### src/rtl/dataslot_cmd_scheduler_if.sv
// Target-dataslot command channel between the scheduler and core_bridge_cmd.
interface dataslot_cmd_scheduler_if;
    logic        target_dataslot_read;
    logic        target_dataslot_write;
    logic [15:0] target_dataslot_id;
    logic [31:0] target_dataslot_slotoffset;
    logic [31:0] target_dataslot_bridgeaddr;
    logic [31:0] target_dataslot_length;
    logic        target_dataslot_ack;
    logic        target_dataslot_done;
    logic [2:0]  target_dataslot_err;

    modport master (
        output target_dataslot_read,
        output target_dataslot_write,
        output target_dataslot_id,
        output target_dataslot_slotoffset,
        output target_dataslot_bridgeaddr,
        output target_dataslot_length,
        input  target_dataslot_ack,
        input  target_dataslot_done,
        input  target_dataslot_err
    );

    modport slave (
        input  target_dataslot_read,
        input  target_dataslot_write,
        input  target_dataslot_id,
        input  target_dataslot_slotoffset,
        input  target_dataslot_bridgeaddr,
        input  target_dataslot_length,
        output target_dataslot_ack,
        output target_dataslot_done,
        output target_dataslot_err
    );
endinterface

### src/rtl/dataslot_cmd_scheduler.sv
// Round-robin sharing of the core_bridge_cmd target-dataslot channel
// between NUM_REQ on-core requesters, with ack/done handshake and timeout.
module dataslot_cmd_scheduler #(
    parameter int unsigned NUM_REQ        = 2,
    parameter logic [31:0] TIMEOUT_CYCLES = 32'd74_250_000,
    parameter int unsigned IDX_W          = (NUM_REQ > 1) ? $clog2(NUM_REQ) : 1
) (
    input  logic                    clk_74a,
    input  logic                    reset,
    input  logic [NUM_REQ-1:0]      req_valid,
    input  logic [NUM_REQ-1:0]      req_write,
    input  logic [NUM_REQ*16-1:0]   req_id,
    input  logic [NUM_REQ*32-1:0]   req_slotoffset,
    input  logic [NUM_REQ*32-1:0]   req_bridgeaddr,
    input  logic [NUM_REQ*32-1:0]   req_length,
    output logic [NUM_REQ-1:0]      req_ready,
    output logic [NUM_REQ-1:0]      rsp_done,
    output logic [2:0]              rsp_err,
    output logic                    rsp_timeout,
    output logic                    busy,
    dataslot_cmd_scheduler_if.master tgt
);
    typedef enum logic [2:0] {
        S_IDLE, S_ISSUE, S_WAIT_ACK, S_WAIT_DONE, S_COMPLETE, S_RELEASE
    } state_e;

    state_e           state_q, state_d;
    logic [IDX_W-1:0] rr_q, rr_d;
    logic [IDX_W-1:0] gnt_q, gnt_d;
    logic             write_q, write_d;
    logic [15:0]      id_q, id_d;
    logic [31:0]      off_q, off_d;
    logic [31:0]      addr_q, addr_d;
    logic [31:0]      len_q, len_d;
    logic [31:0]      cnt_q, cnt_d;
    logic [2:0]       err_q, err_d;
    logic             tmo_q, tmo_d;

    logic             found;
    logic [IDX_W-1:0] pick;
    logic [IDX_W-1:0] cand;
    logic [IDX_W-1:0] nxt_rr;
    logic             sel_write;
    logic [15:0]      sel_id;
    logic [31:0]      sel_off;
    logic [31:0]      sel_addr;
    logic [31:0]      sel_len;
    logic             grant;
    logic             tmo_hit;
    logic             fin_ok;
    logic             fin_tmo;
    logic             to_wd;
    logic             ack;
    logic             done;

    assign ack     = tgt.target_dataslot_ack;
    assign done    = tgt.target_dataslot_done;
    assign tmo_hit = (cnt_q == TIMEOUT_CYCLES - 32'd1);
    assign grant   = (state_q == S_IDLE) && found;

    // first valid requester scanning upward from rr_q, wrapping
    always_comb begin
        found = 1'b0;
        pick  = '0;
        cand  = '0;
        for (int i = 0; i < NUM_REQ; i++) begin
            cand = IDX_W'((32'(rr_q) + 32'(i)) % NUM_REQ);
            if (!found && req_valid[cand]) begin
                found = 1'b1;
                pick  = cand;
            end
        end
        nxt_rr = IDX_W'((32'(pick) + 32'd1) % NUM_REQ);
    end

    always_comb begin
        sel_write = 1'b0;
        sel_id    = '0;
        sel_off   = '0;
        sel_addr  = '0;
        sel_len   = '0;
        for (int i = 0; i < NUM_REQ; i++) begin
            if (pick == IDX_W'(i)) begin
                sel_write = req_write[i];
                sel_id    = req_id[i*16 +: 16];
                sel_off   = req_slotoffset[i*32 +: 32];
                sel_addr  = req_bridgeaddr[i*32 +: 32];
                sel_len   = req_length[i*32 +: 32];
            end
        end
    end

    // ack+done together skips WAIT_DONE; a real response beats a timeout
    always_comb begin
        fin_ok  = 1'b0;
        fin_tmo = 1'b0;
        to_wd   = 1'b0;
        unique case (state_q)
            S_WAIT_ACK: begin
                fin_ok  = ack && done;
                to_wd   = ack && !done;
                fin_tmo = !ack && tmo_hit;
            end
            S_WAIT_DONE: begin
                fin_ok  = done;
                fin_tmo = !done && tmo_hit;
            end
            default: ;
        endcase
    end

    always_ff @(posedge clk_74a or posedge reset) begin
        if (reset) begin
            state_q <= S_IDLE;
        end else begin
            state_q <= state_d;
        end
    end

    always_comb begin
        state_d = state_q;
        unique case (state_q)
            S_IDLE:      if (found) state_d = S_ISSUE;
            S_ISSUE:     state_d = S_WAIT_ACK;
            S_WAIT_ACK: begin
                if (fin_ok || fin_tmo) state_d = S_COMPLETE;
                else if (to_wd)        state_d = S_WAIT_DONE;
            end
            S_WAIT_DONE: if (fin_ok || fin_tmo) state_d = S_COMPLETE;
            S_COMPLETE:  state_d = S_RELEASE;
            S_RELEASE:   if (tmo_q || (!ack && !done)) state_d = S_IDLE;
            default:     state_d = S_IDLE;
        endcase
    end

    always_comb begin
        req_ready = '0;
        rsp_done  = '0;
        tgt.target_dataslot_read  = 1'b0;
        tgt.target_dataslot_write = 1'b0;
        unique case (state_q)
            S_IDLE: if (found) req_ready[pick] = 1'b1;
            S_ISSUE, S_WAIT_ACK: begin
                tgt.target_dataslot_read  = !write_q;
                tgt.target_dataslot_write = write_q;
            end
            S_COMPLETE: rsp_done[gnt_q] = 1'b1;
            default: ;
        endcase
    end

    always_comb begin
        rr_d    = rr_q;
        gnt_d   = gnt_q;
        write_d = write_q;
        id_d    = id_q;
        off_d   = off_q;
        addr_d  = addr_q;
        len_d   = len_q;
        cnt_d   = cnt_q;
        err_d   = err_q;
        tmo_d   = tmo_q;
        if (grant) begin
            gnt_d   = pick;
            rr_d    = nxt_rr;
            write_d = sel_write;
            id_d    = sel_id;
            off_d   = sel_off;
            addr_d  = sel_addr;
            len_d   = sel_len;
        end
        if (state_q == S_ISSUE || to_wd) begin
            cnt_d = '0;
        end else if (state_q == S_WAIT_ACK || state_q == S_WAIT_DONE) begin
            cnt_d = cnt_q + 32'd1;
        end
        if (fin_ok) begin
            err_d = tgt.target_dataslot_err;
            tmo_d = 1'b0;
        end else if (fin_tmo) begin
            err_d = 3'b111;
            tmo_d = 1'b1;
        end
    end

    always_ff @(posedge clk_74a or posedge reset) begin
        if (reset) begin
            rr_q    <= '0;
            gnt_q   <= '0;
            write_q <= 1'b0;
            id_q    <= '0;
            off_q   <= '0;
            addr_q  <= '0;
            len_q   <= '0;
            cnt_q   <= '0;
            err_q   <= '0;
            tmo_q   <= 1'b0;
        end else begin
            rr_q    <= rr_d;
            gnt_q   <= gnt_d;
            write_q <= write_d;
            id_q    <= id_d;
            off_q   <= off_d;
            addr_q  <= addr_d;
            len_q   <= len_d;
            cnt_q   <= cnt_d;
            err_q   <= err_d;
            tmo_q   <= tmo_d;
        end
    end

    assign rsp_err                        = err_q;
    assign rsp_timeout                    = tmo_q;
    assign busy                           = (state_q != S_IDLE);
    assign tgt.target_dataslot_id         = id_q;
    assign tgt.target_dataslot_slotoffset = off_q;
    assign tgt.target_dataslot_bridgeaddr = addr_q;
    assign tgt.target_dataslot_length     = len_q;
endmodule
### src/flat_wrapper.sv
// flat-port wrapper written by rule: the top's interface ports become plain ports
module dataslot_cmd_scheduler_flat 
#(
    parameter int unsigned NUM_REQ        = 2,
    parameter logic [31:0] TIMEOUT_CYCLES = 32'd74_250_000,
    parameter int unsigned IDX_W          = (NUM_REQ > 1) ? $clog2(NUM_REQ) : 1
)
  (clk_74a, reset, req_valid, req_write, req_id, req_slotoffset, req_bridgeaddr, req_length, req_ready, rsp_done, rsp_err, rsp_timeout, busy, tgt_target_dataslot_read, tgt_target_dataslot_write, tgt_target_dataslot_id, tgt_target_dataslot_slotoffset, tgt_target_dataslot_bridgeaddr, tgt_target_dataslot_length, tgt_target_dataslot_ack, tgt_target_dataslot_done, tgt_target_dataslot_err);
  dataslot_cmd_scheduler_if tgt_i ();
  input  logic clk_74a;
  input  logic reset;
  input  logic [NUM_REQ-1:0] req_valid;
  input  logic [NUM_REQ-1:0] req_write;
  input  logic [NUM_REQ*16-1:0] req_id;
  input  logic [NUM_REQ*32-1:0] req_slotoffset;
  input  logic [NUM_REQ*32-1:0] req_bridgeaddr;
  input  logic [NUM_REQ*32-1:0] req_length;
  output logic [NUM_REQ-1:0] req_ready;
  output logic [NUM_REQ-1:0] rsp_done;
  output logic [2:0] rsp_err;
  output logic rsp_timeout;
  output logic busy;
  output wire logic [$bits(tgt_i.target_dataslot_read)-1:0] tgt_target_dataslot_read;
  output wire logic [$bits(tgt_i.target_dataslot_write)-1:0] tgt_target_dataslot_write;
  output wire logic [$bits(tgt_i.target_dataslot_id)-1:0] tgt_target_dataslot_id;
  output wire logic [$bits(tgt_i.target_dataslot_slotoffset)-1:0] tgt_target_dataslot_slotoffset;
  output wire logic [$bits(tgt_i.target_dataslot_bridgeaddr)-1:0] tgt_target_dataslot_bridgeaddr;
  output wire logic [$bits(tgt_i.target_dataslot_length)-1:0] tgt_target_dataslot_length;
  input wire logic [$bits(tgt_i.target_dataslot_ack)-1:0] tgt_target_dataslot_ack;
  input wire logic [$bits(tgt_i.target_dataslot_done)-1:0] tgt_target_dataslot_done;
  input wire logic [$bits(tgt_i.target_dataslot_err)-1:0] tgt_target_dataslot_err;
  assign tgt_target_dataslot_read = tgt_i.target_dataslot_read;
  assign tgt_target_dataslot_write = tgt_i.target_dataslot_write;
  assign tgt_target_dataslot_id = tgt_i.target_dataslot_id;
  assign tgt_target_dataslot_slotoffset = tgt_i.target_dataslot_slotoffset;
  assign tgt_target_dataslot_bridgeaddr = tgt_i.target_dataslot_bridgeaddr;
  assign tgt_target_dataslot_length = tgt_i.target_dataslot_length;
  assign tgt_i.target_dataslot_ack = tgt_target_dataslot_ack;
  assign tgt_i.target_dataslot_done = tgt_target_dataslot_done;
  assign tgt_i.target_dataslot_err = tgt_target_dataslot_err;
  dataslot_cmd_scheduler #(.NUM_REQ(NUM_REQ), .TIMEOUT_CYCLES(TIMEOUT_CYCLES), .IDX_W(IDX_W)) u_core (.clk_74a(clk_74a), .reset(reset), .req_valid(req_valid), .req_write(req_write), .req_id(req_id), .req_slotoffset(req_slotoffset), .req_bridgeaddr(req_bridgeaddr), .req_length(req_length), .req_ready(req_ready), .rsp_done(rsp_done), .rsp_err(rsp_err), .rsp_timeout(rsp_timeout), .busy(busy), .tgt(tgt_i));
endmodule
### config.mk
export PLATFORM = sky130hd
export DESIGN_NAME = dataslot_cmd_scheduler_flat
export DESIGN_NICKNAME = d
export VERILOG_FILES = /design/src/rtl/dataslot_cmd_scheduler_if.sv /design/src/rtl/dataslot_cmd_scheduler.sv /design/src/flat_wrapper.sv
export SDC_FILE = /design/constraint.sdc
export NUM_CORES = 1
export LEC_CHECK = 0
export CORE_AREA = 2 2 139 141
export DETAILED_ROUTE_END_ITERATION = 16
export DIE_AREA = 0 0 141 143
export PLACE_DENSITY = 0.77
export SYNTH_ARGS = -nofsm -noshare
export SYNTH_HDL_FRONTEND = slang
export SYNTH_SLANG_ARGS = --single-unit
### constraint.sdc
create_clock -name clk_74a -period 16.29 [get_ports clk_74a]
set_input_delay 3.258 -clock clk_74a [delete_from_list [all_inputs] [get_ports clk_74a]]
set_output_delay 3.258 -clock clk_74a [all_outputs]
set_load 0.01 [all_outputs]
Yosys cells after proc, flatten, opt, wreduce, memory -nomap -nowiden

Cells that the tools add are included.

Reductions and logical operators: 23
Equal/unequal tests: 10
Order comparisons: 6
Multiplexer cells: 37
$add $sub $neg: 3

Operators by type and width:

| cell                                                   | number |
|---|---|
| 2-to-1 mux 32 bit                                      | 5 |
| adder 32 x 1 -> 32 bit (second input constant)         | 1 |
| == test 32 x 27 -> 1 bit (second input constant)       | 1 |
| 2-to-1 mux 3 bit                                       | 7 |
| one-hot mux 3 bit (6 select lines)                     | 1 |
| 2-to-1 mux 1 bit                                       | 16 |
| 2-to-1 mux 16 bit                                      | 1 |
| logical AND 1 bit                                      | 9 |
| < comparator 1 x 2 -> 1 bit (second input constant)    | 4 |
| == test 3 x 2 -> 1 bit (second input constant)         | 2 |
| == test 3 bit (second input constant)                  | 2 |
| 2-to-1 mux 2 bit                                       | 3 |
| inequality test 2 x 1 -> 1 bit (second input constant) | 3 |
| zero test 1 bit                                        | 4 |
| logical OR 1 bit                                       | 4 |
| one-hot mux 1 bit (2 select lines)                     | 2 |
| AND reduction 4 bit                                    | 1 |
| nonzero test 2 bit                                     | 2 |
| == test 3 x 1 -> 1 bit (second input constant)         | 1 |
| zero test 3 bit                                        | 1 |
| inequality test 3 x 1 -> 1 bit (second input constant) | 1 |
| nonzero test 3 bit                                     | 1 |
| adder 1 bit (second input constant)                    | 2 |
| demux 1 bit (select 1 bit)                             | 2 |
| other kinds (2)                                        | 3 |

Logic and storage cells: 90
Register bits: 154
Input bits: 235
Output and inout bits: 123

Depth between registers and ports, before layout

Gate-level depths: netlist of the first run.

Depth after elaboration: 12
Gate-level depth with buffers: 8
Mapped depth without buffers: 6

Worst setup path before layout of the first run

Ideal clock, no wire load.

Kind: input-to-output
From: input req_valid[1]
To: output req_ready[0]
Cell stages on the path: 4
Slack: 8.816 ns
Required time: 13.032 ns
Arrival time: 4.216 ns
Buffers on the path: 2
Path through: a21boi_1 -> clkbuf_1 -> buf_2 -> nor2_1

Word-level cells in the longest chain between the ends: 12
Elaborated cells between the ends (all ways): 17
Classes of those cells: order compare (2); mux (12); reduce/logical (3)

Ends and longest elaborated chain:

| item                                                                                     | line                          | source |
|---|---|---|
| from (decl)                                                                              | flat_wrapper.sv:12            | `input logic [NUM_REQ-1:0] req_valid;` |
| 2-to-1 mux 1 bit (implied by the code) (2 in a row)                                      | dataslot_cmd_scheduler.sv:68  | `if (!found && req_valid[cand]) begin` |
| 2-to-1 mux 1 bit                                                                         | dataslot_cmd_scheduler.sv:68  |  |
| zero test 1 bit                                                                          | dataslot_cmd_scheduler.sv:68  |  |
| logical AND 1 bit                                                                        | dataslot_cmd_scheduler.sv:68  |  |
| 2-to-1 mux 1 bit                                                                         | dataslot_cmd_scheduler.sv:68  |  |
| < comparator 1 x 2 -> 1 bit (implied by the code) or >= comparator 1 bit (tied branches) | dataslot_cmd_scheduler.sv:142 | `S_IDLE: if (found) req_ready[pick] = 1'b1;` |
| logical AND 1 bit (implied by the code)                                                  | dataslot_cmd_scheduler.sv:142 |  |
| 2-to-1 mux 1 bit (implied by the code)                                                   | dataslot_cmd_scheduler.sv:142 |  |
| demux 1 bit (select 1 bit)                                                               | --                            |  |
| 2-to-1 mux 2 bit (*)                                                                     | dataslot_cmd_scheduler.sv:142 |  |
| 2-to-1 mux 2 bit (*)                                                                     | dataslot_cmd_scheduler.sv:141 | `unique case (state_q)` |
| to (decl)                                                                                | flat_wrapper.sv:18            | `output logic [NUM_REQ-1:0] req_ready;` |

Mark *: on every way between the ends. The rest lies on a longest branch, timed or not. The select of a mux whose other input is x is not followed.

Worst setup path after layout of the first run

Ends and elaborated chain as after synthesis.

==> qor.csv, run 1 <==
stage,metric,value,unit
setup_path,CP Capture Point,req_ready[0],
synth,most frequent cell after synthesis,dfrtp_1,
clock_network,"CTS clk-pin slew, worst paths",70,ps
setup_path,Worst Reg-to-Reg Cells,8,
cells_and_area,Fill cells,1585,
setup_path,startpoint types,input pin,
sta,setup TNS,0,ps
route,number of DRC markers in iteration 0,535,
global_route,GR Util All Layers,0.2458,
clock_network,clock latency on the worst-skew pair,420,ps
synth,syn_area_per_cell,9.534,µm²
synth,Ys Warns,0,
sta,Slew headroom,0.3357,
status,outcome,"finished, final reports clean",
global_route,first-pass GRT wire length,38120,µm
setup_path,crit path max fanout,64,
route,Pre-antenna DRT Iters,5,
sta,final hold viol count,0,
cells_and_area,Finished Layout Cells,1322,
cells_and_area,layout cells sized above 1,0.04784,
synth,Synth area leaders,"dfrtp_1 54%, a22oi_1 12%, o21ai_0 8.6%, nand2_1 6.9%, clkbuf_1 2.5%",
clock_network,clk buf depth,2,
synth,Main synth FF type,dfrtp_1,
sta,post-layout min period,9159,ps
synth,"top cells by count, synth","154 x dfrtp_1, 132 x nand2_1, 123 x o21ai_0",
setup_path,Critical path origin,req_valid[1],
clock_network,PostCTS Resize Cnt,0,
synth,synthesis-stage register bit count,154,
synth,Synth top area share,0.5375,
cells_and_area,Area Growth Syn to Fin,60.40,%
sta,Max Freq,0.1092,GHz
route,ANT nets after route,0,
global_route,grt total ovfl,0,
sta,fin crit share,0.5622,
place,RD Place Congestion,0.8395,
floorplan,I/O pins,358,
synth,number of enable flip-flop cells after synthesis,0,
synth,syn_nets,988,
global_route,vias in the first global route,7027,
clock_network,Inserted Clock Buffers,17,
sta,clk_skew,8.255,ps
floorplan,FP Rows,50,
route,Wirelength per Cell,18.75,µm
place,Final HPWL DP,18150,µm
setup_path,Worst R2R Setup Slack,12760,ps
pwr,pwr/cell area,165.0,nW/µm²
floorplan,Die Wd,141,µm
route,drt via density,5.332,
setup_path,worst path cell trace,clkdlybuf4s50_1 > a21boi_4 > buf_4 > buf_4 > nor2_1 > clkdlybuf4s50_1,
flow_run,max cap viols,0,
clock_network,CTS Hold Bufs,0,
place,IO Port Bufs,357,
setup_path,CP top delay family,buffers and inverters,
clock_network,clock sinks,154,
setup_path,Crit path depth,6,
clock_network,TritonCTS clock tree,done,
floorplan,die height,143,µm
setup_path,max incr delay on CP,660,ps
place,DP Cell Count,1289,
clock_network,Root Driver,clkbuf_16,
pwr,leakage power,4.832,nW
route,drt drc,0,
synth,Unique masters post-synth,52,
sta,final setup vio count,0,
global_route,largest net degree at the start of global routing,85,
synth,asr flop ratio synth,1.000,
synth,register area share after synthesis,0.5375,
synth,leading area contributor after synthesis,dfrtp_1,
clock_network,postcts setup bufs,0,
cells_and_area,final net count,1310,
setup_path,Critical Path AT,5900,ps
setup_path,Worst setup EP type,output pin,
setup_path,Worst R2R Start,u_core.rr_q,
hold_path,HP Class,reg2reg,
setup_path,Required @ worst endpoint,13030,ps
setup_path,R2R Path End,u_core.tgt.target_dataslot_bridgeaddr[29],
sta,worst-margin pin slew,994.1,ps
synth,post-synthesis cell count,752,
floorplan,core area,18580,µm²
clock_network,htree depth,4,
route,Post-Route WL,24790,µm
route,detailed-route via count,7049,
global_route,initial antenna violation count,1,
setup_path,Critical path buffers and inverters,4,
pwr,Worst IR Drop VDD,0.07320,mV
synth,Synth Cell Area,7169,µm²
floorplan,Initial Utilization,0.3859,
sta,RSZ-0062 raised after global routing,no,
sta,Slew Limit Fails,0,
setup_path,Setup CP Type,in2out,
setup_path,Slowest cell on crit path,buf_4,
floorplan,Die ar.,20160,µm²
==> kinds of logic after synthesis <==
family / Yosys count / synth area share
AO/OA/AOI/OAI: 268 / 0.2330
flip-flops: 154 / 0.5375
XOR/XNOR: 17 / 0.02077
adder cells (fa/ha/maj): 1 / 0.001745
multiplexers: 5 / 0.007155
buffers and inverters: 70 / 0.04084
AND/OR/NAND/NOR: 237 / 0.1590
==> through the flow <==
stage | util | power [mW] | worst slack (ps) | instance area (µm²) | hold WS [ps]
after floorplan | - | 0.9953 | 8816 | 7169 | 464.7
after global placement | 0.5851 | 1.471 | 7211 | 10870 | 461.5
after detailed placement | 0.5851 | 1.493 | 7168 | 10870 | 469.0
after CTS | 0.6188 | 1.919 | 7152 | 11500 | 483.0
after global routing | 0.6188 | 2.013 | 7031 | 11500 | 499.5
final | 0.6189 | 1.898 | 7131 | 11500 | 475.2
==> layer usage <==
metal	GRT usage	wire length, µm	vias up
li1	-	-	3354
met1	0.3054	10090	3404
met2	0.4134	12400	241
met3	0.06606	1443	48
met4	0.09053	841	2
met5	0	13	-
==> sequential cells by signal, indices dropped and copies added, names as in the netlist <==
signal                                 flops
u_core.cnt_q                              32
u_core.gnt_q                               1
u_core.rr_q                                1
u_core.rsp_err                             3
u_core.rsp_timeout                         1
u_core.state_q                             3
u_core.tgt.target_dataslot_bridgeaddr     32
u_core.tgt.target_dataslot_id             16
u_core.tgt.target_dataslot_length         32
u_core.tgt.target_dataslot_slotoffset     32
u_core.write_q                             1
==> cell usage in the layout, fill, tap and decap left out, types with 14 or more instances in the layout <==
| cell | instances |
|---|---|
| a21oi_1 | 15 |
| a22oi_1 | 112 |
| clkbuf_16 | 17 |
| clkdlybuf4s50_1 | 357 |
| dfrtp_1 | 154 |
| nand2_1 | 132 |
| nand4_1 | 14 |
| nor2_1 | 30 |
| o21ai_0 | 123 |
| xor2_1 | 14 |
==> worst min-delay path by stage <==
stage	from	to	slack (ps)	depth (start not counted)
final	u_core.tgt.target_dataslot_slotoffset[27]	u_core.tgt.target_dataslot_slotoffset[27]	480	2
after global placement	u_core.tgt.target_dataslot_slotoffset[10]	u_core.tgt.target_dataslot_slotoffset[10]	460	2
after global routing	u_core.tgt.target_dataslot_bridgeaddr[24]	u_core.tgt.target_dataslot_bridgeaddr[24]	500	2
after floorplan	u_core.write_q	u_core.write_q	460	2
after CTS	u_core.tgt.target_dataslot_length[23]	u_core.tgt.target_dataslot_length[23]	480	2
after detailed placement	u_core.tgt.target_dataslot_length[23]	u_core.tgt.target_dataslot_length[23]	470	2
==> tightest hold or removal path, delay by kind of cell (launching register included) <==
family,cells,cell delay (ps)
AO/OA/AOI/OAI,1,60
flip-flops,1,340
AND/OR/NAND/NOR,1,40
==> power breakdown <==
part | switching [mW] | internal, mW | total, mW
combinational | 0.443 | 0.410 | 0.853
clock | 0.160 | 0.259 | 0.419
sequential | 0.0898 | 0.536 | 0.626
==> layout make-up <==
cell class	count	area, µm²	area share
clock buffer	20	436.7	0.03797
sequential	154	3854	0.3351
multi-input combinational	528	3057	0.2658
timing repair buffer	365	3633	0.3160
antenna	1	2.502	0.0002176
tap	234	292.8	0.02546
clock inverter	12	188.9	0.01643
inverter	8	35.03	0.003046
Power figures use the tool's default switching activity.
==> run 2, diff against run 1 <==
--- a/config.mk
+++ b/config.mk
@@ -5,10 +5,10 @@
 export SDC_FILE = /design/constraint.sdc
 export NUM_CORES = 1
 export LEC_CHECK = 0
-export CORE_AREA = 2 2 139 141
+export CORE_ASPECT_RATIO = 1.5
+export CORE_UTILIZATION = 37
 export DETAILED_ROUTE_END_ITERATION = 16
-export DIE_AREA = 0 0 141 143
-export PLACE_DENSITY = 0.77
+export PLACE_DENSITY = 0.78
 export SYNTH_ARGS = -nofsm -noshare
 export SYNTH_HDL_FRONTEND = slang
 export SYNTH_SLANG_ARGS = --single-unit
==> constraint.sdc (replaced) <==
create_clock -name clk_74a -period 8 [get_ports clk_74a]
set_input_delay 1.6 -clock clk_74a [delete_from_list [all_inputs] [get_ports clk_74a]]
set_output_delay 1.6 -clock clk_74a [all_outputs]
set_load 0.01 [all_outputs]
==> run 2 against run 1 <==
  * Global-route usage is 1.1 points higher
  * Routed wire length is 1.7% higher
  * Combinational power is 100% higher
  * Sequential share of layout area is 0.066 points higher
  * Cell count is 1.6% higher
  * First-iteration DRC count is 27% lower
  * Clock skew is 3.9 ps higher
  * Largest power group unchanged
==> qor.csv, run 2 (synthesis gave the netlist of run 1 again) <==
stage,metric,value,unit
clock_network,PostCTS Resize Cnt,0,
global_route,grt total ovfl,0,
floorplan,die height,172.5,µm
clock_network,Inserted Clock Buffers,17,
setup_path,worst path cell trace,clkdlybuf4s50_1 > a21boi_4 > buf_4 > and2_1 > clkdlybuf4s50_1,
flow_run,max cap viols,0,
floorplan,Die Wd,115.7,µm
sta,post-layout min period,5369,ps
route,drt via density,5.316,
clock_network,clock latency on the worst-skew pair,420,ps
floorplan,core area,19080,µm²
cells_and_area,layout cells sized above 1,0.04880,
clock_network,clk buf depth,2,
pwr,Int Pwr,2.387,mW
setup_path,crit path max fanout,45,
setup_path,Setup CP Type,in2out,
route,drt drc,0,
hold_path,HP Class,reg2reg,
cells_and_area,Finished Layout Cells,1343,
route,number of DRC markers in iteration 0,388,
global_route,initial antenna violation count,1,
floorplan,I/O pins,358,
status,outcome,"finished, final reports clean",
global_route,vias in the first global route,7063,
setup_path,startpoint types,input pin,
cells_and_area,final net count,1310,
sta,Slew headroom,0.1213,
sta,Slew Limit Fails,0,
place,DP Cell Count,1311,
sta,setup TNS,0,ps
hold_path,hold_sp,u_core.tgt.target_dataslot_bridgeaddr[20],
cells_and_area,"commonest non-fill, non-tap cell in the layout",clkdlybuf4s50_1,
setup_path,Slowest cell on crit path,clkdlybuf4s50_1,
place,RD Place Congestion,0.8720,
setup_path,Critical Path AT,3770,ps
sta,final setup vio count,0,
global_route,first-pass GRT wire length,38240,µm
pwr,Worst IR Drop VDD,0.1550,mV
pwr,pwr/cell area,330.0,nW/µm²
sta,clk_skew,12.14,ps
floorplan,Die ar.,19950,µm²
route,ANT nets after route,0,
clock_network,htree depth,4,
cells_and_area,Multi-input gate area,3057,µm²
pwr,Flop pwr share,0.340,
pwr,Combinational Power Share,0.452,
clock_network,postcts setup bufs,0,
floorplan,FP Rows,62,
setup_path,max incr delay on CP,640,ps
setup_path,Required @ worst endpoint,6400,ps
route,Pre-antenna DRT Iters,5,
sta,worst-margin pin slew,1315,ps
global_route,largest net degree at the start of global routing,112,
setup_path,Worst R2R Start,u_core.rr_q,
pwr,leakage power,4.792,nW
pwr,Net Sw Power,1.401,mW
sta,RSZ-0062 raised after global routing,no,
place,post-placement worst setup slack,2637,ps
clock_network,CTS Hold Bufs,0,
place,Final HPWL DP,18430,µm
sta,final hold viol count,0,
cells_and_area,Area Growth Syn to Fin,60.09,%
sta,fin crit share,0.6712,
route,Wirelength per Cell,18.78,µm
global_route,GR Util All Layers,0.2571,
clock_network,clock sinks,154,
route,Post-Route WL,25220,µm
cells_and_area,most frequent cells in the layout,"357 x clkdlybuf4s50_1, 154 x dfrtp_1, 132 x nand2_1",
cells_and_area,Fill cells,1683,
setup_path,Worst setup EP type,output pin,
place,IO Port Bufs,357,
sta,final setup margin,2631,ps
floorplan,Initial Utilization,0.3757,
sta,Max Freq,0.1862,GHz
setup_path,Worst path most repeated cell,clkdlybuf4s50_1,
setup_path,CP top delay family,buffers and inverters,
cells_and_area,Reg area,3854,µm²
pwr,switching share of power,0.3698,
setup_path,Critical path buffers and inverters,3,
pwr,Clock Power Share,0.209,
clock_network,"CTS clk-pin slew, worst paths",60,ps
setup_path,Critical path origin,req_valid[1],
route,detailed-route via count,7139,
sta,Hold Slack,473.9,ps
clock_network,TritonCTS clock tree,done,
pwr,Pwr Total,3.788,mW
clock_network,Root Driver,clkbuf_16,
## run 2: cell count changes in the layout (fill, tap and decap cells not counted), sizes merged
cell,delta
clkbuf,-2
clkinv,-2
bufinv,-2
clkinvlp,+5
## run 2: area by class of cell
type,instances,area share
multi-input cells,528,0.2663
clock inverters,13,0.01275
clock buffers,18,0.03739
diodes,1,0.0002180
repair buffers,365,0.3166
inverters,8,0.003052
flip-flops and latches,154,0.3358
well taps,256,0.02791
## run 2: power groups by stage
| stage | logic [mW] | registers (mW) | clock network, mW |
|---|---|---|---|
| detailed placement | 1.73 | 1.30 | 0 |
| global placement | 1.70 | 1.28 | 0 |
| CTS | 1.73 | 1.29 | 0.805 |
| global route | 1.86 | 1.33 | 0.837 |
| floorplan | 0.638 | 1.39 | 0 |
| finish | 1.71 | 1.29 | 0.790 |
## run 2: routing by layer
layer  up-vias  track usage  share of wire
met4         0       0.1276          0.043
li1       3354            -              -
met5         -            0              0
met3        60      0.07291          0.071
met2       285       0.4371           0.52
met1      3440       0.2941           0.37
## run 2: stage by stage
| step | cell area (µm²) | utilization |
|---|---|---|
| 2_1_floorplan | 7169 | - |
| 3_3_place_gp | 10900 | 0.5711 |
| 3_5_place_dp | 10900 | 0.5711 |
| 4_1_cts | 11470 | 0.6013 |
| 5_1_grt | 11480 | 0.6014 |
| 6_report | 11480 | 0.6014 |
## run 2: final timing paths
| kind | to | slack, ps | cells after the start |
|---|---|---|---|
| max | req_ready[1] | 2630 | 5 |
| min | u_core.tgt.target_dataslot_bridgeaddr[20] | 470 | 2 |
| max reg2reg | u_core.tgt.target_dataslot_slotoffset[18] | 4860 | 7 |
| min reg2reg | u_core.tgt.target_dataslot_bridgeaddr[20] | 470 | 2 |
| max in group asynchronous | u_core.tgt.target_dataslot_length[24] | 4870 | 3 |
| min in group asynchronous | u_core.tgt.target_dataslot_bridgeaddr[8] | 1720 | 2 |
## run 2: worst min-delay path, cell delays in order, from the launching register on
cell     delay (ps)
dfrtp_1         340
nand2_1          50
o21ai_0          60
==> run 3, diff against run 2 <==
--- a/config.mk
+++ b/config.mk
@@ -5,10 +5,10 @@
 export SDC_FILE = /design/constraint.sdc
 export NUM_CORES = 1
 export LEC_CHECK = 0
-export CORE_ASPECT_RATIO = 1.5
-export CORE_UTILIZATION = 37
+export CORE_AREA = 2 2 140 142
 export DETAILED_ROUTE_END_ITERATION = 16
-export PLACE_DENSITY = 0.78
+export DIE_AREA = 0 0 142 144
+export PLACE_DENSITY = 0.76
 export SYNTH_ARGS = -nofsm -noshare
 export SYNTH_HDL_FRONTEND = slang
 export SYNTH_SLANG_ARGS = --single-unit
==> constraint.sdc (replaced) <==
create_clock -name clk_74a -period 5.25 [get_ports clk_74a]
set_input_delay 1.05 -clock clk_74a [delete_from_list [all_inputs] [get_ports clk_74a]]
set_output_delay 1.05 -clock clk_74a [all_outputs]
set_load 0.01 [all_outputs]
==> run 3 against run 2 <==
  * Cell area up 0.41%
  * Register-to-register slack worse by 2300 ps
  * Global-route usage is 1.2 points lower
  * Worst hold slack worse by 1.1 ps
  * Setup slack lost 1200 ps
  * Via count grew 0.32%
  * Critical path depth shrank 1
  * First-iteration DRC count increased by 18%
  * Largest cell class unchanged
  * Highest routed layer unchanged
==> qor.csv, run 3 (synthesis gave the netlist of run 1 again) <==
stage,metric,value,unit
sta,final setup vio count,0,
floorplan,FP Rows,51,
sta,Max Freq,0.2634,GHz
cells_and_area,final net count,1311,
flow_run,max cap viols,0,
cells_and_area,Final Util,0.6040,
pwr,Worst IR Drop VDD,0.2549,mV
floorplan,Die ar.,20450,µm²
sta,Slew headroom,0.3183,
global_route,initial antenna violation count,0,
floorplan,Initial Utilization,0.3758,
hold_path,HP Class,reg2reg,
route,drt via density,5.409,
floorplan,core area,19080,µm²
cells_and_area,most frequent cells in the layout,"357 x clkdlybuf4s50_1, 154 x dfrtp_1, 132 x nand2_1",
route,detailed-route via count,7162,
cells_and_area,Area Growth Syn to Fin,60.75,%
pwr,pwr/cell area,513.2,nW/µm²
clock_network,clk buf depth,2,
setup_path,Setup CP Type,in2out,
pwr,leakage power,4.842,nW
clock_network,PostCTS Resize Cnt,0,
route,Wirelength per Cell,18.94,µm
route,ANT nets after route,0,
sta,fin crit share,0.7232,
clock_network,CTS Hold Bufs,0,
clock_network,htree depth,4,
global_route,largest net degree at the start of global routing,114,
cells_and_area,"commonest non-fill, non-tap cell in the layout",clkdlybuf4s50_1,
floorplan,die height,144,µm
clock_network,clock sinks,154,
floorplan,Die Wd,142,µm
route,Post-Route WL,25080,µm
sta,RSZ-0062 raised after global routing,no,
clock_network,clock latency on the worst-skew pair,420,ps
cells_and_area,layout cells sized above 1,0.04880,
sta,worst-margin pin slew,1023,ps
floorplan,I/O pins,358,
route,Pre-antenna DRT Iters,5,
status,outcome,"finished, final reports clean",
clock_network,Root Driver,clkbuf_16,
global_route,vias in the first global route,7149,
sta,post-layout min period,3797,ps
setup_path,Critical Path AT,2750,ps
route,drt drc,0,
route,number of DRC markers in iteration 0,458,
place,Final HPWL DP,18140,µm
sta,final hold viol count,0,
setup_path,startpoint types,input pin,
global_route,GR Util All Layers,0.2447,
clock_network,TritonCTS clock tree,done,
place,IO Port Bufs,357,
clock_network,"CTS clk-pin slew, worst paths",60,ps
cells_and_area,n_diodes,0,
setup_path,Required @ worst endpoint,4200,ps
sta,clk_skew,7.905,ps
clock_network,postcts setup bufs,0,
place,RD Place Congestion,0.8027,
global_route,grt total ovfl,0,
setup_path,crit path max fanout,5,
clock_network,Inserted Clock Buffers,17,
setup_path,Worst setup EP type,output pin,
global_route,first-pass GRT wire length,38590,µm
sta,Slew Limit Fails,0,
sta,setup TNS,0,ps
cells_and_area,Fill cells,1638,
[run 3: cell count changes in the layout (fill, tap and decap cells not counted), sizes merged]
| cell | change |
|---|---|
| inv | -2 |
| buf | +1 |
| diode | -1 |
| clkinvlp | -4 |
| clkinv | +2 |
| bufinv | +3 |
[run 3: stage by stage]
step	cell area [µm²]	cells	power, mW	setup WS [ps]	hold slack [ps]
after floorplan	7169	752	3.088	50.20	464.7
after global placement	10900	1294	4.549	1513	460.4
after detailed placement	10900	1294	4.616	1479	468.7
after CTS	11520	1324	5.964	1471	482.2
after global routing	11520	1324	6.271	1414	503.4
final	11520	1324	5.915	1453	472.8
[run 3: worst paths after layout]
path | startpoint | to | slack [ps] | depth (start not counted)
min in group asynchronous | reset | u_core.tgt.target_dataslot_bridgeaddr[27] | 1120 | 2
worst min register to register | u_core.tgt.target_dataslot_slotoffset[24] | u_core.tgt.target_dataslot_slotoffset[24] | 470 | 2
worst min-delay path | u_core.tgt.target_dataslot_slotoffset[24] | u_core.tgt.target_dataslot_slotoffset[24] | 470 | 2
max in group asynchronous | reset | u_core.tgt.target_dataslot_slotoffset[10] | 3210 | 3
worst max-delay path | req_valid[1] | req_ready[1] | 1450 | 4
worst max register to register | u_core.state_q[2] | u_core.state_q[1] | 2610 | 7
[run 3: routing by layer]
layer,GRT usage,share of wire,wire length (µm)
met3,0.06887,0.065,1627
met1,0.2971,0.39,9879
met5,0,0,0
met2,0.4083,0.50,12570
met4,0.1079,0.040,1009
[run 3: critical path: stages]
cell,delay (ps)
clkdlybuf4s50_1,630
a21boi_4,260
and2_1,220
clkdlybuf4s50_1,590
[run 3: power breakdown]
part           total, mW  switching, mW  internal [mW]  leakage, nW
logic               2.64           1.37           1.27         2.59
clock network       1.33          0.496          0.839        0.306
registers           1.94          0.275           1.66         1.94
total               5.92           2.14           3.78         4.84
[run 3: cell type report]
type	count	area (µm²)	area share
well taps	238	297.8	0.02584
flip-flops and latches	154	3854	0.3344
clock buffers	18	429.2	0.03724
clock inverters	12	198.9	0.01726
multi-input cells	528	3057	0.2652
repair buffers	366	3654	0.3170
inverters	8	35.03	0.003040
